[src/rtl/hazard_scoreboard_pkg.sv]
// Shared defaults and latency encodings for the ID-stage hazard scoreboard.
package hazard_scoreboard_pkg;

    localparam int unsigned NREG_DEF    = 32;
    localparam int unsigned AW_DEF      = 5;
    localparam int unsigned MAX_LAT_DEF = 3;
    localparam int unsigned CW_DEF      = 2;

    localparam int unsigned LAT_NONE = 0;
    localparam int unsigned LAT_ALU  = 1;
    localparam int unsigned LAT_LOAD = 2;

    function automatic int unsigned clamp_lat(input int unsigned lat,
                                              input int unsigned max_lat);
        return (lat > max_lat) ? max_lat : lat;
    endfunction

endpackage

[src/rtl/hazard_scoreboard_if.sv]
// ID-stage request and stall/issue response bundle between the pipeline and the scoreboard.
interface hazard_scoreboard_if #(
    parameter int unsigned AW = 5,
    parameter int unsigned CW = 2
) ();

    logic          id_valid_i;
    logic [AW-1:0] id_rs_i;
    logic [AW-1:0] id_rt_i;
    logic          id_rs_used_i;
    logic          id_rt_used_i;
    logic          id_wr_i;
    logic [AW-1:0] id_rd_i;
    logic [CW-1:0] id_lat_i;
    logic          flush_i;
    logic          stall_o;
    logic          issue_o;

    modport master (
        output id_valid_i, id_rs_i, id_rt_i, id_rs_used_i, id_rt_used_i,
               id_wr_i, id_rd_i, id_lat_i, flush_i,
        input  stall_o, issue_o
    );

    modport slave (
        input  id_valid_i, id_rs_i, id_rt_i, id_rs_used_i, id_rt_used_i,
               id_wr_i, id_rd_i, id_lat_i, flush_i,
        output stall_o, issue_o
    );

endinterface

[src/rtl/hazard_scoreboard_sb_entry.sv]
// One scoreboard cell: countdown of cycles until a register's pending result is forwardable.
module sb_entry
    import hazard_scoreboard_pkg::*;
#(
    parameter int unsigned CW = CW_DEF
) (
    input  logic          clk_i,
    input  logic          rst_i,
    input  logic          load_i,
    input  logic [CW-1:0] lat_i,
    output logic [CW-1:0] cnt_o,
    output logic          busy_o
);

    logic [CW-1:0] cnt_q, cnt_d;

    // A fresh issue overrides the decrement of the older pending write.
    always_comb begin
        cnt_d = cnt_q;
        if (load_i) begin
            cnt_d = lat_i;
        end else if (cnt_q != '0) begin
            cnt_d = cnt_q - 1'b1;
        end
    end

    always_ff @(posedge clk_i) begin
        if (rst_i) begin
            cnt_q <= '0;
        end else begin
            cnt_q <= cnt_d;
        end
    end

    assign cnt_o  = cnt_q;
    assign busy_o = (cnt_q != '0);

endmodule

[src/rtl/hazard_scoreboard.sv]
// Per-register scoreboard at ID: stalls on RAW and WAW hazards for mixed result latencies.
module hazard_scoreboard
    import hazard_scoreboard_pkg::*;
#(
    parameter int unsigned NREG    = NREG_DEF,
    parameter int unsigned AW      = AW_DEF,
    parameter int unsigned MAX_LAT = MAX_LAT_DEF,
    parameter int unsigned CW      = CW_DEF,
    parameter int unsigned SCW     = 32
) (
    input  logic              clk_i,
    input  logic              rst_i,
    hazard_scoreboard_if.slave id_if,
    output logic [NREG-1:0]   busy_o,
    output logic [SCW-1:0]    stall_cnt_o
);

    logic [CW-1:0]  cnt [NREG];
    logic [CW-1:0]  lat_eff;
    logic           raw;
    logic           waw;
    logic           stall;
    logic           issue;
    logic [SCW-1:0] stall_cnt_q, stall_cnt_d;

    assign lat_eff = CW'(clamp_lat(32'(id_if.id_lat_i), MAX_LAT));

    // A count of 1 means the producer reaches the EX/MEM bypass in time for this reader.
    assign raw = (id_if.id_rs_used_i && (id_if.id_rs_i != '0) && (cnt[id_if.id_rs_i] > CW'(1))) ||
                 (id_if.id_rt_used_i && (id_if.id_rt_i != '0) && (cnt[id_if.id_rt_i] > CW'(1)));

    assign waw = id_if.id_wr_i && (id_if.id_rd_i != '0) && (cnt[id_if.id_rd_i] > lat_eff);

    assign stall = id_if.id_valid_i && !id_if.flush_i && (raw || waw);
    assign issue = id_if.id_valid_i && !id_if.flush_i && !stall;

    assign id_if.stall_o = stall;
    assign id_if.issue_o = issue;

    for (genvar r = 0; r < NREG; r++) begin : g_entry
        if (r == 0) begin : g_zero
            assign cnt[r]    = '0;
            assign busy_o[r] = 1'b0;
        end else begin : g_cell
            sb_entry #(
                .CW (CW)
            ) u_entry (
                .clk_i  (clk_i),
                .rst_i  (rst_i),
                .load_i (issue && id_if.id_wr_i && (id_if.id_rd_i == AW'(r))),
                .lat_i  (lat_eff),
                .cnt_o  (cnt[r]),
                .busy_o (busy_o[r])
            );
        end
    end

    always_comb begin
        stall_cnt_d = stall_cnt_q;
        if (stall && (stall_cnt_q != '1)) begin
            stall_cnt_d = stall_cnt_q + 1'b1;
        end
    end

    always_ff @(posedge clk_i) begin
        if (rst_i) begin
            stall_cnt_q <= '0;
        end else begin
            stall_cnt_q <= stall_cnt_d;
        end
    end

    assign stall_cnt_o = stall_cnt_q;

endmodule

[src/flat_wrapper.sv]
// flat-port wrapper written by rule: the top's interface ports become plain ports
module hazard_scoreboard_flat import hazard_scoreboard_pkg::*;
#(
    parameter int unsigned NREG    = NREG_DEF,
    parameter int unsigned AW      = AW_DEF,
    parameter int unsigned MAX_LAT = MAX_LAT_DEF,
    parameter int unsigned CW      = CW_DEF,
    parameter int unsigned SCW     = 32
)
  (clk_i, rst_i, busy_o, stall_cnt_o, id_if_id_valid_i, id_if_id_rs_i, id_if_id_rt_i, id_if_id_rs_used_i, id_if_id_rt_used_i, id_if_id_wr_i, id_if_id_rd_i, id_if_id_lat_i, id_if_flush_i, id_if_stall_o, id_if_issue_o);
  hazard_scoreboard_if #(.AW(AW), .CW(CW)) id_if_i ();
  input  logic clk_i;
  input  logic rst_i;
  output logic [NREG-1:0] busy_o;
  output logic [SCW-1:0] stall_cnt_o;
  input wire logic [$bits(id_if_i.id_valid_i)-1:0] id_if_id_valid_i;
  input wire logic [$bits(id_if_i.id_rs_i)-1:0] id_if_id_rs_i;
  input wire logic [$bits(id_if_i.id_rt_i)-1:0] id_if_id_rt_i;
  input wire logic [$bits(id_if_i.id_rs_used_i)-1:0] id_if_id_rs_used_i;
  input wire logic [$bits(id_if_i.id_rt_used_i)-1:0] id_if_id_rt_used_i;
  input wire logic [$bits(id_if_i.id_wr_i)-1:0] id_if_id_wr_i;
  input wire logic [$bits(id_if_i.id_rd_i)-1:0] id_if_id_rd_i;
  input wire logic [$bits(id_if_i.id_lat_i)-1:0] id_if_id_lat_i;
  input wire logic [$bits(id_if_i.flush_i)-1:0] id_if_flush_i;
  output wire logic [$bits(id_if_i.stall_o)-1:0] id_if_stall_o;
  output wire logic [$bits(id_if_i.issue_o)-1:0] id_if_issue_o;
  assign id_if_i.id_valid_i = id_if_id_valid_i;
  assign id_if_i.id_rs_i = id_if_id_rs_i;
  assign id_if_i.id_rt_i = id_if_id_rt_i;
  assign id_if_i.id_rs_used_i = id_if_id_rs_used_i;
  assign id_if_i.id_rt_used_i = id_if_id_rt_used_i;
  assign id_if_i.id_wr_i = id_if_id_wr_i;
  assign id_if_i.id_rd_i = id_if_id_rd_i;
  assign id_if_i.id_lat_i = id_if_id_lat_i;
  assign id_if_i.flush_i = id_if_flush_i;
  assign id_if_stall_o = id_if_i.stall_o;
  assign id_if_issue_o = id_if_i.issue_o;
  hazard_scoreboard #(.NREG(NREG), .AW(AW), .MAX_LAT(MAX_LAT), .CW(CW), .SCW(SCW)) u_core (.clk_i(clk_i), .rst_i(rst_i), .id_if(id_if_i), .busy_o(busy_o), .stall_cnt_o(stall_cnt_o));
endmodule
[config.mk]
export PLATFORM = sky130hd
export DESIGN_NAME = hazard_scoreboard_flat
export DESIGN_NICKNAME = d
export VERILOG_FILES = /design/src/rtl/hazard_scoreboard_pkg.sv /design/src/rtl/hazard_scoreboard_if.sv /design/src/rtl/hazard_scoreboard_sb_entry.sv /design/src/rtl/hazard_scoreboard.sv /design/src/flat_wrapper.sv
export SDC_FILE = /design/constraint.sdc
export NUM_CORES = 1
export LEC_CHECK = 0
export ABC_CLOCK_PERIOD_IN_PS = 16300
export BUFFER_PORTS_ARGS = -buffer_cell sky130_fd_sc_hd__buf_4
export CORE_MARGIN = 1.5
export CORE_UTILIZATION = 35
export DETAILED_ROUTE_END_ITERATION = 6
export PLACE_DENSITY = 0.64
export REMOVE_ABC_BUFFERS = 1
export SLEW_MARGIN = 20
export SYNTH_ARGS = -nofsm -noshare
export SYNTH_HDL_FRONTEND = slang
export SYNTH_SLANG_ARGS = --single-unit
[constraint.sdc]
create_clock -name clk_i -period 16.3 [get_ports clk_i]
set_input_delay 3.26 -clock clk_i [delete_from_list [all_inputs] [get_ports clk_i]]
set_output_delay 3.26 -clock clk_i [all_outputs]
set_load 0.01 [all_outputs]
==> results.py, run 1 <==
metrics = {
    "clock_network": {
        "htree_levels": 3,
        "post_cts_resized": 0,
        "cts_buffer_depth": 2,
        "hold_buffers": 0,
        "clkTransAtPathRegs_ns": 0.07,
        "cts_buffers": 9,
        "cts_root_buf": "clkbuf_16",
        "post-cts-setup-buffers": 0,
        "cts.sinks": 94,
        "clk_latency_ns": 0.35,
        "cts_tree": "done",
    },
    "power_and_ir_drop": {
        "leakagePower_nw": 3.278,
        "ir_worst_vdd_mv": 0.09243,
        "power_density_mw_per_mm2": 130.7,
        "p_total_w": 0.001037,
    },
    "die": {
        "rows": 51,
        "die_w_um": 145.3,
        "coreArea_mm2": 0.01965,
        "initial_utilization_pct": 36.08,
        "die_h_um": 145.3,
        "ios": 90,
        "die_area_mm2": 0.02113,
    },
    "yosys": {
        "synth_most_common_cell": "nor2_1",
        "synth-warning-count": 0,
        "synth_ff_type": "dfxtp_1",
        "mappedNetlistArea_mm2": 0.007092,
        "seq_area_frac_synth_pct": 26.53,
        "yosys-top-cells-count": "nor2_1 (110), inv_1 (100), dfxtp_1 (94)",
        "ys_types": 49,
        "post-synth-top-area-cell": "dfxtp_1",
        "synth_edf_count": 0,
        "synth_seq_cells": 94,
        "synth_top_area_share_pct": 26.53,
        "synthArstFlopShare_pct": 0,
        "synthCells": 823,
        "avgSynthCellArea_um2": 8.617,
        "synth_area_leaders": "dfxtp_1 (27%), mux2_2 (9.7%), mux4_2 (9.5%), ha_1 (6.0%), nor2_1 (5.8%)",
    },
    "grt": {
        "grt_pass1_wl_mm": 28.47,
        "antenna_found_initial": 0,
        "grt_max_degree": 65,
        "overflow": 0,
        "grt_pass1_vias": 5358,
        "grt_usage_pct": 16.63,
    },
    "final_layout": {
        "fillers": 2010,
        "syn_to_final_growth_pct": 11.96,
        "drive_above_1_share_pct": 27.50,
        "finalNetCount": 905,
        "antenna_cells": 0,
    },
    "drt": {
        "dr.first_iter.drc_count": 380,
        "drc_errors": 0,
        "ant_nets": 0,
        "wirelength_mm": 17.32,
        "avgRoutedWirePerCell_um": 15.52,
        "viasPerCell": 5.242,
        "firstDrtPassIters": 7,
        "vias": 5850,
    },
    "timing": {
        "finClkSkew_ns": 0.008999,
        "grt_setup_unrepaired": "no",
        "max_clock_freq_ghz": 0.09927,
        "period_share_pct": 61.80,
        "layout_min_cycle_time_ns": 10.07,
        "slew_headroom_pct": 31.52,
        "hold_viol_final": 0,
        "setup_viol": 0,
        "worstMarginPinSlew_ns": 1.023,
        "drv_slew": 0,
        "tns_ns": 0,
    },
    "placement": {
        "port-buffer-count": 88,
        "routabilityCongestion": 0.8173,
        "dp_hpwl_mm": 12.86,
    },
    "min_path": {
        "hold_class": "flip-flop to flip-flop",
    },
    "critical_path": {
        "start_kind": "primary input",
        "cp_data_required_time_ns": 13.04,
        "cp-end-kind": "output pin",
        "path_class": "primary input to output pin",
        "critPathMaxFanout": 59,
        "r2r_setup_slack_ns": 12.39,
        "cp.arrival_ns": 6.81,
    },
    "job": {
        "maxCapViolations": 0,
    },
    "status": {
        "status": "complete, no violations",
    },
}
## metrics by stage
step,util [%],instances,setup WS (ns),hold WS [ns],area [µm²]
after floorplan,-,743,6.818,0.4981,6609
after global placement,38.87,1101,6.284,0.4797,7640
after detailed placement,38.87,1101,6.203,0.4865,7640
after CTS,40.40,1116,6.193,0.4987,7940
after global routing,40.40,1116,5.983,0.5264,7940
final,40.40,1116,6.227,0.4978,7940
## per-layer routing
metal	track usage, %	routed length [µm]	up-vias
met5	0	0	-
met4	3.418	135	0
met3	3.574	1171	9
met2	25.83	7755	194
met1	23.68	8261	2775
li1	-	-	2872
## cells by family after synthesis
group,share of synthesized area [%]
AOI/OAI and AO/OA,9.051
xor gates and xnor gates,3.829
adders and majority gates,5.999
buffers and inverters,12.10
DFF,26.53
muxes,21.51
other,0.05288
and+or+nand+nor,20.92
## where the power goes
part | leakage [nW] | switching [W] | internal, W
combinational | 2.36 | 0.000238 | 0.000241
clock | 0.149 | 0.0000913 | 0.000127
sequential | 0.770 | 0.0000606 | 0.000280
## worst paths after layout
| check | startpoint | end | cells after the start |
|---|---|---|---|
| min | u_core.stall_cnt_o[31] | u_core.stall_cnt_o[31] | 2 |
| min reg2reg | u_core.stall_cnt_o[31] | u_core.stall_cnt_o[31] | 2 |
| max | id_if_id_rd_i[0] | id_if_stall_o | 14 |
| max reg2reg | u_core.g_entry[6].g_cell.u_entry.cnt_o[1] | u_core.g_entry[12].g_cell.u_entry.cnt_o[0] | 12 |
## layout by cell type (no fill, tap or decap), drive strengths merged, types with 2 or more instances in the layout
| cell | instances |
|---|---|
| a211oi | 2 |
| a21oi | 60 |
| a221oi | 2 |
| and2 | 6 |
| and3 | 9 |
| and4 | 4 |
| buf | 93 |
| clkbuf | 12 |
| clkinv | 2 |
| dfxtp | 94 |
| ha | 34 |
| inv | 100 |
| mux2 | 68 |
| mux2i | 5 |
| mux4 | 31 |
| nand2 | 30 |
| nand2b | 3 |
| nand3 | 19 |
| nand4 | 8 |
| nor2 | 110 |
| nor2b | 13 |
| nor3 | 32 |
| nor3b | 3 |
| nor4 | 2 |
| o21ai | 12 |
| o31a | 2 |
| o31ai | 24 |
| or3 | 4 |
| or4 | 27 |
| xor2 | 31 |
## layout make-up
type | count | area, µm² | area share (%)
clock buffers | 12 | 256.5 | 3.230
inverters | 100 | 375.4 | 4.727
flip-flops and latches | 94 | 1882 | 23.70
clock inverters | 3 | 43.79 | 0.5515
well taps | 265 | 331.6 | 4.176
repair buffers | 93 | 698.2 | 8.793
multi-input cells | 549 | 4353 | 54.82
## registers in the layout, indices dropped and copies added, names as in the netlist
register / count
u_core.g_entry.g_cell.u_entry.cnt_o: 62
u_core.stall_cnt_o: 32
## worst max-delay path: stages
cell       delay (ns)
buf_4            0.29
nand2b_1         0.53
nor3_1           0.09
a211oi_1         0.24
a21oi_1          0.07
a211oi_1         0.26
a21oi_1          0.08
ha_1             0.29
nor2b_1          0.13
o2111ai_1        0.23
o31a_4           0.22
and2_2           0.75
nor2_1           0.14
buf_4            0.19
Note: power is estimated with default switching activity, not from simulation.
==> inputs of run 2 (changes only) <==
- ABC_AREA: not set -> 1
- ABC_CLOCK_PERIOD_IN_PS: 16300 -> 8150
- PLACE_DENSITY: 0.64 -> 0.65
- clock period: 16.3 -> 8.15 ns (I/O delays scaled with it)
==> run 2 against run 1 <==
  * Via count grew 31%
  * Register-to-register slack worse by 7.8 ns
  * Critical path depth unchanged
  * Synthesized cell count increased by 46%
  * Clock skew barely moved
  * Final area is 5.2% higher
  * Global-route usage grew 3.9 points
  * Largest power group unchanged
  * Sequential cell count unchanged
  * Synthesized area increased by 7.2%
  * Critical endpoint unchanged
  * Total power up 120%
  * Sequential share of layout area down 1.2 points
==> results.py, run 2 <==
metrics = {
    "status": {
        "status": "complete, no violations",
    },
    "job": {
        "maxCapViolations": 0,
    },
    "grt": {
        "grt_pass1_wl_mm": 36.55,
        "grt_max_degree": 63,
        "grt_usage_pct": 20.55,
        "overflow": 0,
        "grt_pass1_vias": 7164,
        "antenna_found_initial": 0,
    },
    "power_and_ir_drop": {
        "ir_worst_vdd_mv": 0.1013,
        "power_density_mw_per_mm2": 269.0,
        "leakagePower_nw": 3.879,
    },
    "yosys": {
        "synthArstFlopShare_pct": 0,
        "synthCells": 1200,
        "avgSynthCellArea_um2": 6.334,
        "synth_area_leaders": "dfxtp_1 (25%), nand2_1 (15%), nor2_1 (8.7%), inv_1 (6.6%), xor2_1 (6.3%)",
        "mappedNetlistArea_mm2": 0.007601,
        "synth_seq_cells": 94,
        "synth_edf_count": 0,
        "ys_types": 42,
        "post-synth-top-area-cell": "dfxtp_1",
        "yosys-top-cells-count": "nand2_1 (308), nor2_1 (177), inv_1 (134)",
        "synth-warning-count": 0,
        "synth_top_area_share_pct": 24.76,
        "synth_ff_type": "dfxtp_1",
        "synth_most_common_cell": "nand2_1",
        "seq_area_frac_synth_pct": 24.76,
    },
    "drt": {
        "drc_errors": 0,
        "viasPerCell": 5.123,
        "wirelength_mm": 22.96,
        "dr.first_iter.drc_count": 498,
        "firstDrtPassIters": 5,
        "avgRoutedWirePerCell_um": 15.37,
        "ant_nets": 0,
        "vias": 7654,
    },
    "clock_network": {
        "cts_buffer_depth": 2,
        "cts.sinks": 94,
        "post_cts_resized": 0,
        "clkTransAtPathRegs_ns": 0.06,
        "clk_latency_ns": 0.35,
        "post-cts-setup-buffers": 0,
        "cts_buffers": 9,
        "hold_buffers": 0,
        "htree_levels": 3,
        "cts_root_buf": "clkbuf_16",
        "cts_tree": "done",
    },
    "placement": {
        "dp_hpwl_mm": 16.70,
        "port-buffer-count": 88,
        "place_ws_ns": 1.997,
        "dp_cells": 1478,
        "routabilityCongestion": 0.9377,
    },
    "final_layout": {
        "finalNetCount": 1272,
        "layout_common_cells": "nand2_1 (308), nor2_1 (177), inv_1 (134), dfxtp_1 (94), buf_4 (91)",
        "antenna_cells": 0,
        "mostFrequentLayoutCell": "nand2_1",
        "stdcell_count": 1494,
        "largest_reg_flops": 62,
        "drive_above_1_share_pct": 11.24,
        "syn_to_final_growth_pct": 9.844,
    },
    "critical_path": {
        "critPathMaxFanout": 34,
        "cp-end-kind": "output pin",
        "cp_data_required_time_ns": 6.52,
        "cp.arrival_ns": 4.61,
        "path_class": "primary input to output pin",
        "start_kind": "primary input",
    },
    "timing": {
        "period_share_pct": 76.52,
        "layout_min_cycle_time_ns": 6.236,
        "max_clock_freq_ghz": 0.1604,
        "tns_ns": 0,
        "grt_setup_unrepaired": "no",
        "finClkSkew_ns": 0.009278,
        "slew_headroom_pct": 40.25,
        "timing.final.ws_setup_ns": 1.914,
        "hold_viol_final": 0,
        "drv_slew": 0,
        "worstMarginPinSlew_ns": 0.8963,
        "setup_viol": 0,
    },
    "die": {
        "rows": 53,
        "die_area_mm2": 0.02261,
        "die_h_um": 150.4,
        "initial_utilization_pct": 35.93,
        "coreArea_mm2": 0.02115,
        "die_w_um": 150.4,
        "ios": 90,
    },
    "min_path": {
        "hold_class": "flip-flop to flip-flop",
    },
}
-- run 2: logic make-up (layout without fill, tap and decap cells) --
group / count (synthesis) / in the layout / share of synthesized area, %
adders and majority gates: 34 / 34 / 5.597
other: 1 / 1 / 0.04934
and+or+nand+nor: 659 / 659 / 38.98
AOI/OAI and AO/OA: 124 / 124 / 9.268
xor gates and xnor gates: 61 / 61 / 7.029
buffers and inverters: 227 / 246 / 14.32
DFF: 94 / 94 / 24.76
-- run 2: power breakdown --
part / switching (W) / leakage [nW] / internal (W)
sequential: 0.0000919 / 0.773 / 0.000581
combinational: 0.000697 / 2.97 / 0.000466
clock: 0.000193 / 0.131 / 0.000216
total: 0.000982 / 3.88 / 0.00126
-- run 2: final cells by class --
cell class / instances / area (µm²)
fill: 2274 / 12800
multi-input combinational: 879 / 4631
sequential: 94 / 1882
timing repair buffer: 91 / 683.2
inverter: 139 / 525.5
tap: 275 / 344.1
clock buffer: 10 / 239.0
clock inverter: 6 / 45.04
-- run 2: metrics by stage --
stage,hold slack (ns),utilization (%),area (µm²),total power (W)
floorplan,0.4917,-,7037,0.001439
global placement,0.4871,38.12,8064,0.001817
detailed placement,0.4880,38.12,8064,0.001838
CTS,0.4989,39.46,8348,0.002261
global route,0.5165,39.47,8349,0.002470
finish,0.4983,39.47,8349,0.002246
-- run 2: routing by layer --
layer | vias to the layer above | routed length [µm] | GRT usage [%] | share of wire, %
met5 | - | 0 | 0 | 0
li1 | 3870 | - | - | -
met3 | 40 | 1616 | 4.636 | 7.0
met1 | 3481 | 9852 | 25.24 | 43
met2 | 263 | 10830 | 35.07 | 47
met4 | 0 | 668 | 7.304 | 2.9
-- run 2: final timing paths --
check	from	endpoint	slack, ns	cells after the start
hold / removal	u_core.stall_cnt_o[31]	u_core.stall_cnt_o[31]	0.50	2
setup / recovery	id_if_id_rd_i[1]	id_if_stall_o	1.91	14
setup reg to reg	u_core.g_entry[15].g_cell.u_entry.cnt_o[1]	u_core.g_entry[25].g_cell.u_entry.cnt_o[1]	4.58	17
hold reg to reg	u_core.stall_cnt_o[31]	u_core.stall_cnt_o[31]	0.50	2
-- run 2: worst max-delay path, stage by stage --
cell and delay, ns:
buf_4 0.13, nand2_1 0.50, o22ai_1 0.16, a221oi_1 0.22
o21ai_0 0.14, a211oi_1 0.17, o21ai_0 0.11, ha_1 0.32
inv_1 0.04, nor2_1 0.08, o2111ai_1 0.24, a31oi_4 0.30
buf_4 0.36, buf_4 0.19
